## config.mk

```make
export PLATFORM = sky130hd
export DESIGN_NAME = multicycle_ctrl
export DESIGN_NICKNAME = d
export VERILOG_FILES = /design/src/rtl/multicycle_ctrl_pkg.sv /design/src/rtl/multicycle_ctrl_alu_decoder.sv /design/src/rtl/multicycle_ctrl.sv
export SDC_FILE = /design/constraint.sdc
export NUM_CORES = 1
export LEC_CHECK = 0
export ABC_AREA = 1
export CORE_ASPECT_RATIO = 1.4
export CORE_MARGIN = 2
export CORE_UTILIZATION = 50
export CTS_CLUSTER_SIZE = 14
export DETAILED_ROUTE_END_ITERATION = 6
export PLACE_DENSITY_LB_ADDON = 0.08
export SLEW_MARGIN = 20
export SYNTH_ARGS = -nofsm -noshare
export SYNTH_HDL_FRONTEND = slang
export SYNTH_SLANG_ARGS = --single-unit
```

## constraint.sdc

```tcl
create_clock -name clk -period 3.85 [get_ports clk]
set_input_delay 0.5775 -clock clk [delete_from_list [all_inputs] [get_ports clk]]
set_output_delay 0.5775 -clock clk [all_outputs]
set_load 0.005 [all_outputs]
```

## src/rtl/multicycle_ctrl_pkg.sv

```systemverilog
// Shared definitions for the multicycle control unit: state encoding,
// instruction opcodes/functs, ALU operation codes and the control bundle.
package multicycle_ctrl_pkg;

   typedef enum logic [2:0] {
      S_FETCH  = 3'd0,
      S_DECODE = 3'd1,
      S_EXEC   = 3'd2,
      S_MEM    = 3'd3,
      S_WB     = 3'd4,
      S_HALT   = 3'd5
   } state_e;

   // Primary opcodes (instruction[31:26])
   localparam logic [5:0] OP_R    = 6'h00;
   localparam logic [5:0] OP_J    = 6'h02;
   localparam logic [5:0] OP_JAL  = 6'h03;
   localparam logic [5:0] OP_BEQ  = 6'h04;
   localparam logic [5:0] OP_BNE  = 6'h05;
   localparam logic [5:0] OP_ADDI = 6'h08;
   localparam logic [5:0] OP_LW   = 6'h23;
   localparam logic [5:0] OP_SW   = 6'h2B;

   // R-type function codes (instruction[5:0])
   localparam logic [5:0] FN_SLL  = 6'h00;
   localparam logic [5:0] FN_SRL  = 6'h02;
   localparam logic [5:0] FN_SRA  = 6'h03;
   localparam logic [5:0] FN_JR   = 6'h08;
   localparam logic [5:0] FN_ADD  = 6'h20;
   localparam logic [5:0] FN_ADDU = 6'h21;
   localparam logic [5:0] FN_SUB  = 6'h22;
   localparam logic [5:0] FN_SUBU = 6'h23;
   localparam logic [5:0] FN_AND  = 6'h24;
   localparam logic [5:0] FN_OR   = 6'h25;
   localparam logic [5:0] FN_XOR  = 6'h26;
   localparam logic [5:0] FN_NOR  = 6'h27;
   localparam logic [5:0] FN_SLT  = 6'h2A;
   localparam logic [5:0] FN_SLTU = 6'h2B;

   // ALU operation codes
   localparam logic [3:0] ALU_ADD  = 4'd0;
   localparam logic [3:0] ALU_SUB  = 4'd1;
   localparam logic [3:0] ALU_AND  = 4'd2;
   localparam logic [3:0] ALU_OR   = 4'd3;
   localparam logic [3:0] ALU_XOR  = 4'd4;
   localparam logic [3:0] ALU_NOR  = 4'd5;
   localparam logic [3:0] ALU_SLT  = 4'd6;
   localparam logic [3:0] ALU_SLL  = 4'd7;
   localparam logic [3:0] ALU_SRL  = 4'd8;
   localparam logic [3:0] ALU_SRA  = 4'd9;
   localparam logic [3:0] ALU_SLTU = 4'd10;

   // Next-PC source selects
   localparam logic [1:0] PC_PLUS1  = 2'd0;
   localparam logic [1:0] PC_BRANCH = 2'd1;
   localparam logic [1:0] PC_JUMP   = 2'd2;
   localparam logic [1:0] PC_RS     = 2'd3;

   // Datapath control bundle produced each cycle
   typedef struct packed {
      logic       pc_we;
      logic       ir_we;
      logic       reg_we;
      logic       mem_rd;
      logic       mem_wr;
      logic       alu_src;
      logic       reg_dst;
      logic       mem_to_reg;
      logic       link;
      logic [1:0] pc_sel;
      logic [3:0] alu_op;
      logic       halted;
   } ctrl_t;

endpackage

```

## src/rtl/multicycle_ctrl_alu_decoder.sv

```systemverilog
// Maps an R-type funct field onto the ALU operation code.
module alu_decoder
   import multicycle_ctrl_pkg::*;
(
   input  logic [5:0] funct,
   output logic [3:0] alu_op
);

   // Funct lookup; unknown functs fall back to ADD
   always_comb begin
      alu_op = ALU_ADD;
      case (funct)
         FN_SLL:  alu_op = ALU_SLL;
         FN_SRL:  alu_op = ALU_SRL;
         FN_SRA:  alu_op = ALU_SRA;
         FN_ADD:  alu_op = ALU_ADD;
         FN_ADDU: alu_op = ALU_ADD;
         FN_SUB:  alu_op = ALU_SUB;
         FN_SUBU: alu_op = ALU_SUB;
         FN_AND:  alu_op = ALU_AND;
         FN_OR:   alu_op = ALU_OR;
         FN_XOR:  alu_op = ALU_XOR;
         FN_NOR:  alu_op = ALU_NOR;
         FN_SLT:  alu_op = ALU_SLT;
         FN_SLTU: alu_op = ALU_SLTU;
         default: alu_op = ALU_ADD;
      endcase
   end

endmodule

```

## src/rtl/multicycle_ctrl.sv

```systemverilog
// Multicycle processor control unit: instruction sequencing FSM, datapath
// control decode, sticky illegal-opcode flag and retired-instruction counter.
// Control outputs are decoded combinationally from the current state and the
// instruction fields held in the instruction register.
module multicycle_ctrl
   import multicycle_ctrl_pkg::*;
#(
   parameter int RET_W = 16
) (
   input  logic             clk,
   input  logic             rst,
   input  logic [5:0]       opcode,
   input  logic [5:0]       funct,
   input  logic             zero,
   input  logic             dm_ready,
   input  logic             halt_req,
   output logic             pc_we,
   output logic             ir_we,
   output logic             reg_we,
   output logic             mem_rd,
   output logic             mem_wr,
   output logic             alu_src,
   output logic             reg_dst,
   output logic             mem_to_reg,
   output logic             link,
   output logic [1:0]       pc_sel,
   output logic [3:0]       alu_op,
   output logic             halted,
   output logic             illegal,
   output logic [RET_W-1:0] retired,
   output logic [2:0]       state
);

   state_e             state_q, state_d;
   logic [RET_W-1:0]   retired_q, retired_d;
   logic               illegal_q, illegal_d;
   logic               retire;
   logic               is_r, is_jr;
   logic [3:0]         r_alu_op;
   ctrl_t              ctrl_raw;
   ctrl_t              ctrl_out;

   alu_decoder u_alu_decoder (
      .funct  (funct),
      .alu_op (r_alu_op)
   );

   // Instruction class, next state, retire strobe and control decode
   always_comb begin
      ctrl_raw  = '0;
      state_d   = state_q;
      illegal_d = illegal_q;
      retire    = 1'b0;
      is_r      = (opcode == OP_R) && (funct != FN_JR);
      is_jr     = (opcode == OP_R) && (funct == FN_JR);

      case (state_q)
         S_FETCH: begin
            // halt_req only takes effect at an instruction boundary
            if (halt_req) begin
               state_d = S_HALT;
            end else begin
               ctrl_raw.ir_we  = 1'b1;
               ctrl_raw.pc_we  = 1'b1;
               ctrl_raw.pc_sel = PC_PLUS1;
               state_d         = S_DECODE;
            end
         end
         S_DECODE: begin
            if (is_r || (opcode inside {OP_ADDI, OP_LW, OP_SW, OP_BEQ, OP_BNE})) begin
               state_d = S_EXEC;
            end else if (opcode == OP_J || opcode == OP_JAL) begin
               ctrl_raw.pc_we  = 1'b1;
               ctrl_raw.pc_sel = PC_JUMP;
               ctrl_raw.reg_we = (opcode == OP_JAL);
               ctrl_raw.link   = (opcode == OP_JAL);
               retire          = 1'b1;
               state_d         = S_FETCH;
            end else if (is_jr) begin
               ctrl_raw.pc_we  = 1'b1;
               ctrl_raw.pc_sel = PC_RS;
               retire          = 1'b1;
               state_d         = S_FETCH;
            end else begin
               illegal_d = 1'b1;
               state_d   = S_HALT;
            end
         end
         S_EXEC: begin
            if (is_r) begin
               ctrl_raw.reg_dst = 1'b1;
               ctrl_raw.alu_op  = r_alu_op;
               state_d          = S_WB;
            end else if (opcode == OP_ADDI) begin
               ctrl_raw.alu_src = 1'b1;
               ctrl_raw.alu_op  = ALU_ADD;
               state_d          = S_WB;
            end else if (opcode == OP_LW || opcode == OP_SW) begin
               ctrl_raw.alu_src = 1'b1;
               ctrl_raw.alu_op  = ALU_ADD;
               state_d          = S_MEM;
            end else if (opcode == OP_BEQ || opcode == OP_BNE) begin
               ctrl_raw.alu_op = ALU_SUB;
               ctrl_raw.pc_sel = PC_BRANCH;
               ctrl_raw.pc_we  = zero ^ (opcode == OP_BNE);
               retire          = 1'b1;
               state_d         = S_FETCH;
            end else begin
               // Instruction register changed under us; restart cleanly
               state_d = S_FETCH;
            end
         end
         S_MEM: begin
            // Access strobe is held until the memory reports completion
            if (opcode == OP_LW) begin
               ctrl_raw.mem_rd = 1'b1;
               if (dm_ready) state_d = S_WB;
            end else if (opcode == OP_SW) begin
               ctrl_raw.mem_wr = 1'b1;
               if (dm_ready) begin
                  retire  = 1'b1;
                  state_d = S_FETCH;
               end
            end else begin
               state_d = S_FETCH;
            end
         end
         S_WB: begin
            ctrl_raw.reg_we     = 1'b1;
            ctrl_raw.mem_to_reg = (opcode == OP_LW);
            retire              = 1'b1;
            state_d             = S_FETCH;
         end
         S_HALT: begin
            ctrl_raw.halted = 1'b1;
            // An illegal-opcode stop is only cleared by reset
            if (!halt_req && !illegal_q) state_d = S_FETCH;
         end
         default: begin
            state_d = S_FETCH;
         end
      endcase

      retired_d = retire ? retired_q + RET_W'(1) : retired_q;
   end

   // State, sticky illegal flag and retire counter
   always_ff @(posedge clk or negedge rst) begin
      if (!rst) begin
         state_q   <= S_FETCH;
         retired_q <= '0;
         illegal_q <= 1'b0;
      end else begin
         state_q   <= state_d;
         retired_q <= retired_d;
         illegal_q <= illegal_d;
      end
   end

   // All datapath controls are forced inactive while reset is asserted
   always_comb begin
      ctrl_out = rst ? ctrl_raw : '0;
   end

   assign pc_we      = ctrl_out.pc_we;
   assign ir_we      = ctrl_out.ir_we;
   assign reg_we     = ctrl_out.reg_we;
   assign mem_rd     = ctrl_out.mem_rd;
   assign mem_wr     = ctrl_out.mem_wr;
   assign alu_src    = ctrl_out.alu_src;
   assign reg_dst    = ctrl_out.reg_dst;
   assign mem_to_reg = ctrl_out.mem_to_reg;
   assign link       = ctrl_out.link;
   assign pc_sel     = ctrl_out.pc_sel;
   assign alu_op     = ctrl_out.alu_op;
   assign halted     = ctrl_out.halted;
   assign illegal    = illegal_q;
   assign retired    = retired_q;
   assign state      = state_q;

endmodule

```

* After elaboration in Yosys (flattened, before gate mapping) *
Memories as Yosys holds them, arrays and structs flattened.
Cells that the tools add are included.

word-level totals
  flip-flop bits (word level) = 20
  bits in latches = 0
  RAM bits = 0
  bits in read-only memories = 256
  input port bits = 17
  output and inout port bits = 36
  memories kept = 1

operators by class
  $add $sub $neg = 1
  multiply operators = 0
  divide/modulo/power cells = 0
  $lt $le $gt $ge = 0
  equal/unequal tests = 17
  shifts and indexed selects = 0
  muxes and demuxes = 59
  bitwise logic cells = 4
  reduce and logical (&&, ||, !) cells = 14

memory list
  name             depth  width  read ports  clocked after memory_dff  wr ports  line                               source
  (no name shown)  64     4      1           0                         0         multicycle_ctrl_alu_decoder.sv:12  case (funct)

operator list
  kind                                                   count
  two-way mux 3 bit                                      12
  two-way mux 1 bit                                      30
  adder 16 x 1 -> 16 bit, second input constant          1
  two-way mux 16 bit                                     1
  two-way mux 4 bit                                      4
  case mux 3 bit (5 select lines)                        1
  equality test 6 x 2 -> 1 bit, second input constant    2
  equality test 6 x 3 -> 1 bit, second input constant    2
  equality test 6 x 4 -> 1 bit, second input constant    2
  equality test 6 bit, second input constant             2
  two-way mux 2 bit                                      6
  equality test 3 x 2 -> 1 bit, second input constant    2
  equality test 3 bit, second input constant             2
  zero test 6 bit                                        1
  inequality test 3 bit, second input constant           2
  inequality test 6 x 4 -> 1 bit, second input constant  1
  two-way mux 5 bit                                      1
  nonzero test 5 bit                                     1
  logical OR 1 bit                                       4
  case mux 1 bit (4 select lines)                        1
  case mux 2 bit (2 select lines)                        1
  AND reduction 4 bit                                    1
  equality test 3 x 1 -> 1 bit, second input constant    1
  logical AND 1 bit                                      3
  other kinds (8)                                        11

* Depth between registers and ports, before layout *
Gate-level depths: netlist of run 1.

  depth after elaboration = 8
  depth in mapped cells = 12

* Cells and area by module *
A second synthesis of run 1 with hierarchy kept.

unflattened totals
  cell total of the unflattened synthesis = 269
  area total of the unflattened synthesis = 1760.4 sq um

by module, submodules not included
  module           instances  cells each  area each (sq um)  seq. area each (sq um)
  multicycle_ctrl  1          236         1595.3             500.5
  alu_decoder      1          33          165.2              0.0

* Least setup slack after synthesis of run 1 *
OpenSTA, ideal clock, no wires.

  path kind = input -> output
  start = input port funct[1]
  end = output port pc_we
  arrival time = 1.526 ns
  required time = 3.273 ns
  setup slack = 1.746 ns
  cell stages on the path = 12
  buffers on the path = 0
  cells stage by stage = inv_1 ha_1 inv_1 nor2_1 nand3_1 nor2_1 nand2_1 nand2_2 inv_1 nand2_1 nor2_1 nor2_1

between the ends
  cells in the longest elaborated chain, start to end = 7

RTL lines
  item                               line                    source
  from (decl)                        multicycle_ctrl.sv:13   input logic [5:0] funct,
  equality test 6 x 4 -> 1 bit       multicycle_ctrl.sv:55   is_jr = (opcode == OP_R) && (funct == FN_JR);
  logical AND 1 bit                  multicycle_ctrl.sv:55
  two-way mux 1 bit                  multicycle_ctrl.sv:79   end else if (is_jr) begin
  two-way mux 1 bit                  multicycle_ctrl.sv:72   end else if (opcode == OP_J || opcode == OP_JAL) begin
  two-way mux 1 bit                  multicycle_ctrl.sv:70   if (is_r || (opcode inside {OP_ADDI, OP_LW, OP_SW, OP_BEQ, OP_BNE})) begin
  case mux 1 bit (3 select lines) *  multicycle_ctrl.sv:57   case (state_q)
  two-way mux 16 bit *               multicycle_ctrl.sv:162  ctrl_out = rst ? ctrl_raw : '0;
  to (decl)                          multicycle_ctrl.sv:17   output logic pc_we,

Mark *: on every way between the ends. The rest lies on a longest branch, timed or not.

* Worst setup path in the final report of run 1 *
Same ends and word-level chain as after synthesis.

==> metrics.txt, run 1 <==
status finished, final reports clean; cts hold-fix bufs 0; Post-synth EDFFs 0; Critical Path Start Type primary input; hold path depth 2; Rel. slew slack roughly three quarters; smallest hold slack 0.4983 ns; first-pass GRT wire length 7024 µm; post-layout minimum cycle time 3.380 ns; Synth warnings 0; clk buf depth 2; fin util 71.63%; # IOs 53; CP max stage cell clkdlybuf4s50_1; area grow syn2layout 36.70%; DR vias approximately 1800; DR WL/cell 12.45 µm; Buf/Inv on CP 5; initial antenna violation count 0; Worst setup EP type output port; final hold violations 0; top_reg_cell synth dfrtp_1; die width roughly 52 µm; Sink Count 20; largest net degree at the start of global routing 18; total wire length 4145 µm; Final ANT Viol Nets 0; share of the synthesized area in the top cell type 30.58%; IO Port Bufs 52; Pre-Repair DR Iteration Count 4; Crit Path Max Fanout 13; Die Ht 71.70 µm; async set-or-reset flop fraction in the synthesized netlist 100.0%; Tcrit/Tclk final around 88%; Avg Cell Area, Syn 6.819 µm²; Core Area 3123 µm²; Worst-Margin Slew 0.3638 ns; postcts setup bufs 0; top post-synthesis cells by area dfrtp_1 (31%), nand2_1 (13%), nor2_1 (8.7%); Filler Cell Count 266; HPWL after DPL 3316 µm; Max Cap Violations 0; CTS root buf clkbuf_8; Max VDD drop 200.5 µV; DIE AREA about 3800 µm²; final setup skew 0.004143 ns; cell type group with the largest total delay on the critical path buffers and inverters; Worst EP arrival 2.80 ns; most common cell after layout, fill and taps aside nand2_1; # setup viols final 0; crit-path max cell delay slightly above 0.5 ns; P_leak about 1.0 nW; GR Util All Layers 23.72%; row count 24; layout cells sized above 1 between 7 and 8%; GPL Wtd Cong between 0.9 and 1; Synth Instances 240; CP Depth 14; DR DRC count 0; number of global-route vias before repair roughly 1800; Max Slew Vio Count 0; Remaining Overflow, GRT 0; DR iter-0 viols ~40; commonest non-fill, non-tap cells in the layout nand2_1 (55), clkdlybuf4s50_1 (52), nor2_1 (38); total CTS buffers 3; Worst Path Required between 3 and 4 ns; most frequent CP cell nor2_1; crit-path cells clkdlybuf4s50_1, inv_1, ha_1, inv_1, nor2_1, nand3_1, nor2_1, nand2_1, nand2_2, inv_1, nand2_1, nor2_1, nor2_1, clkdlybuf4s50_1; Mapped Area 1637 µm²; sequential share of the synthesized area 30.58%; RSZ-0062 raised after global routing no; Setup TNS Final 0 ns; Max Freq between 200 and 300 MHz; Setup CP Type primary input to output port; post-synth top area cell dfrtp_1; nets 317; synth unique cells 31; Yosys reg bits 20; reg2reg path depth 7; area of the multi-input gates 991.0 µm²; Initial Util 52.40%; Register Area 500.5 µm²; number of diodes 0; Syn Nets 261; Worst Hold Class register to register; Avg Vias per Cell ~5.3; CTS tree yes; worst skew pair latency 0.25 ns; clock transition at the registers of the reported paths 0.07 ns; pwr/cell area 346.0 nW/µm²; H-tree levels 1; post_cts resized 0
-- sequential cells by signal (all words and copies together) (netlist names) --
name     flops
state        3
retired     16
illegal      1
-- per-layer routing --
metal,GRT usage [%],up-vias,share of wire (%)
li1,-,884,-
met1,25.49,814,39
met2,43.89,61,53
met3,1.458,16,3.9
met4,13.39,0,3.9
met5,0,-,0
-- cell families after synthesis --
family | Yosys count | share of synthesized area [%]
fa+ha+maj | 4 | 3.058
buf+inv | 34 | 8.868
flops | 20 | 30.58
simple gates | 136 | 37.85
compound gates | 30 | 10.63
xor+xnor | 16 | 9.022
-- path summary, 6_finish.rpt --
kind | from | to | slack (ns)
max | funct[1] | pc_we | 0.47
min | illegal | illegal | 0.50
max reg2reg | state[2] | retired[6] | 1.95
min reg2reg | illegal | illegal | 0.50
max in group asynchronous | rst | state[0] | 2.86
min in group asynchronous | rst | retired[15] | 0.74
-- report_power, final --
part           total [mW]  internal (mW)  leakage (nW)  switching [mW]
logic               0.341          0.162         0.727           0.178
registers           0.298          0.243         0.264          0.0545
clock network       0.136         0.0696        0.0216          0.0660
-- cell type report --
cell class / count / share of cell area (%)
multi-input combinational: 186 / 44.30
inverter: 30 / 5.034
clock buffer: 3 / 1.846
tap: 39 / 2.181
sequential: 20 / 22.37
timing repair buffer: 55 / 24.27
-- Yosys cell counts (4+ instances only) --
cell type,instances
ha_1,4
dfrtp_1,20
a21oi_1,7
xor2_1,9
nand2_1,55
nand3_1,20
nand4_1,4
o21ai_0,16
inv_1,28
xnor2_1,6
nor3_1,7
nor2_1,38
o21ai_2,4
-- worst min-delay path, stage by stage, from the launching register on --
cell and delay (ns):
dfrtp_1 0.35, inv_1 0.06, nand2_1 0.06
-- stage by stage --
| stage | instances | cell area [µm²] | power (mW) | worst slack (ns) |
|---|---|---|---|---|
| finish | 333 | 2237 | 0.7741 | 0.4698 |
| global route | 333 | 2237 | 0.8320 | 0.2412 |
| CTS | 333 | 2237 | 0.7772 | 0.4766 |
| detailed placement | 330 | 2196 | 0.6436 | 0.4647 |
| global placement | 330 | 2196 | 0.6399 | 0.5266 |
| floorplan | 240 | 1637 | 0.5071 | 1.746 |
Power figures use the tool's default switching activity.
==> run 2, diff against run 1 <==
--- a/config.mk
+++ b/config.mk
@@ -12,6 +12,7 @@
 export CTS_CLUSTER_SIZE = 14
 export DETAILED_ROUTE_END_ITERATION = 6
 export PLACE_DENSITY_LB_ADDON = 0.08
+export SKIP_CTS_REPAIR_TIMING = 1
 export SLEW_MARGIN = 20
 export SYNTH_ARGS = -nofsm -noshare
 export SYNTH_HDL_FRONTEND = slang
==> constraint.sdc (replaced) <==
create_clock -name clk -period 3.85 [get_ports clk]
set_input_delay 0.5775 -clock clk [delete_from_list [all_inputs] [get_ports clk]]
set_output_delay 0.5775 -clock clk [all_outputs]
set_load 0.01 [all_outputs]
==> run 2 against run 1 <==
Compared with the run above:
- critical path depth is the same
- first-iteration DRC count is 20% lower
- hold slack worse by 0.00078 ns
- utilization unchanged
- largest power group unchanged
- flip-flop and latch count stayed put
- register-to-register slack is essentially flat
- clock power is essentially flat
- worst setup slack worse by 0.036 ns
- via count grew 0.56%
- combinational power up 6%
- die area did not move
- sequential power hardly changed
==> metrics.txt, run 2 (synthesis gave the netlist of run 1 again) <==
status finished, final reports clean (unchanged); setup slack after placement 0.4452 ns (was 0.4647 ns); worst skew pair latency 0.26 ns (was 0.25 ns); P_leak 1.012 nW (unchanged); RR Startpoint state[2] (unchanged); Worst EP arrival 2.84 ns (was 2.80 ns); cell type group with the largest total delay on the critical path buffers and inverters (unchanged); # setup viols final 0 (unchanged); Core Area 3123 µm² (unchanged); DIE AREA 3753 µm² (unchanged); pwr/cell area 355.1 nW/µm² (was 346.0 nW/µm²); fin util 71.63% (unchanged); DR iter-0 viols 33 (was 41); number of flip-flops in the largest register 16 (unchanged); total wire length 4174 µm (was 4145 µm); clock transition at the registers of the reported paths 0.07 ns (about the same); GR Util All Layers 23.72% (unchanged); GPL Wtd Cong 0.9614 (was 0.9615); r2r setup slk 1.95 ns (about the same); layout cells sized above 1 7.143% (unchanged); Critical Path Start Type primary input (unchanged); CP Depth 14 (unchanged); reg2reg path depth 7 (unchanged); Worst Path Required 3.27 ns (about the same); Filler Cell Count 247 (was 266); die width 52.35 µm (unchanged); met3 WL 139 µm (was 161 µm); Setup TNS Final 0 ns (unchanged); M1 WL 1652 µm (was 1628 µm); final hold violations 0 (unchanged); Crit Path Max Fanout 13 (unchanged); CTS root buf clkbuf_8 (unchanged); Initial Util 52.40% (unchanged); row count 24 (unchanged); DR DRC count 0 (unchanged); DR vias 1785 (was 1775); top sig layer met4 (unchanged); Buf/Inv on CP 5 (unchanged); Max VDD drop 193.9 µV (was 200.5 µV); total CTS buffers 3 (unchanged); Die Ht 71.70 µm (unchanged); most common cell after layout, fill and taps aside nand2_1 (unchanged); Setup CP Type primary input to output port (unchanged); capture point of the worst reg-to-reg path retired[14] (was retired[6]); number of diodes 0 (unchanged); crit-path max cell delay 0.54 ns (was 0.51 ns); HPWL after DPL 3357 µm (was 3316 µm); Max Freq 292.7 MHz (was 295.8 MHz); Sink Count 20 (unchanged); Tcrit/Tclk final 88.73% (was 87.80%); Max Slew Vio Count 0 (unchanged); initial antenna violation count 0 (unchanged); IO Port Bufs 52 (unchanged); CP max stage cell clkdlybuf4s50_1 (unchanged); Remaining Overflow, GRT 0 (unchanged); largest net degree at the start of global routing 18 (unchanged); CTS tree yes (unchanged); H-tree levels 1 (unchanged); Worst Hold Endpoint illegal (unchanged); commonest non-fill, non-tap cells in the layout nand2_1 (55), clkdlybuf4s50_1 (52), nor2_1 (38) (unchanged); Final ANT Viol Nets 0 (unchanged); Critical Path Source funct[1] (unchanged); first-pass GRT wire length 6996 µm (was 7024 µm); number of global-route vias before repair 1745 (was 1766); hold path depth 2 (unchanged); Worst setup EP type output port (unchanged); area grow syn2layout 36.70% (unchanged); post-layout minimum cycle time 3.416 ns (was 3.380 ns); crit-path cells clkdlybuf4s50_1, inv_1, ha_1, inv_1, nor2_1, nand3_1, nor2_1, nand2_1, nand2_2, inv_1, nand2_1, nor2_1, nor2_1, clkdlybuf4s50_1 (unchanged); met2 wire length 2290 µm (was 2193 µm); RSZ-0062 raised after global routing no (unchanged); DR WL/cell 12.53 µm (was 12.45 µm); Worst-Margin Slew 0.3872 ns (was 0.3638 ns); Max Cap Violations 0 (unchanged); final setup skew 0.007893 ns (was 0.004143 ns); # IOs 53 (unchanged); Worst Hold Class register to register (unchanged); Rel. slew slack 74.16% (was 75.72%); Avg Vias per Cell 5.360 (was 5.330); hold_sp illegal (unchanged); clk buf depth 2 (unchanged); Final WS setup 0.4338 ns (was 0.4698 ns); Pre-Repair DR Iteration Count 5 (was 4); most frequent CP cell nor2_1 (unchanged); nets 317 (unchanged)
[run 2: through the flow]
step	power (mW)	hold slack, ns	cell area (µm²)	instances
floorplan	0.5224	0.2819	1637	240
global placement	0.6563	0.4789	2196	330
detailed placement	0.6618	0.4889	2196	330
CTS	0.7967	0.5066	2237	333
global route	0.8501	0.5286	2237	333
finish	0.7943	0.4976	2237	333
[run 2: final cells by class]
type | count | area [µm²] | share of cell area [%]
multi-input combinational | 186 | 991.0 | 44.30
timing repair buffer | 55 | 543.0 | 24.27
tap | 39 | 48.80 | 2.181
inverter | 30 | 112.6 | 5.034
clock buffer | 3 | 41.29 | 1.846
sequential | 20 | 500.5 | 22.37
[run 2: worst reg2reg max path, stage by stage (launching register included)]
cell	delay, ns
dfrtp_1	0.49
nor3_4	0.33
nand4_2	0.20
nand3b_2	0.28
nor2_2	0.14
buf_4	0.22
nand2_1	0.07
nand2_1	0.06
[run 2: where the power goes]
group / internal [mW] / leakage [nW] / total, mW / switching (mW)
sequential: 0.243 / 0.264 / 0.297 / 0.0535
clock: 0.0697 / 0.0216 / 0.138 / 0.0682
combinational: 0.163 / 0.727 / 0.360 / 0.196
[run 2: per-layer routing]
metal  up-vias  track usage (%)
li1        884                -
met4         0            11.97
met2        63            44.44
met1       828            25.23
met5         -                0
met3        10            2.083
[run 2: worst max-delay path by stage]
| stage | slack [ns] | to |
|---|---|---|
| after floorplan | 1.68 | pc_we |
| after global placement | 0.49 | pc_we |
| after detailed placement | 0.45 | pc_we |
| after CTS | 0.44 | pc_we |
| after global routing | 0.20 | pc_we |
| final | 0.43 | pc_we |
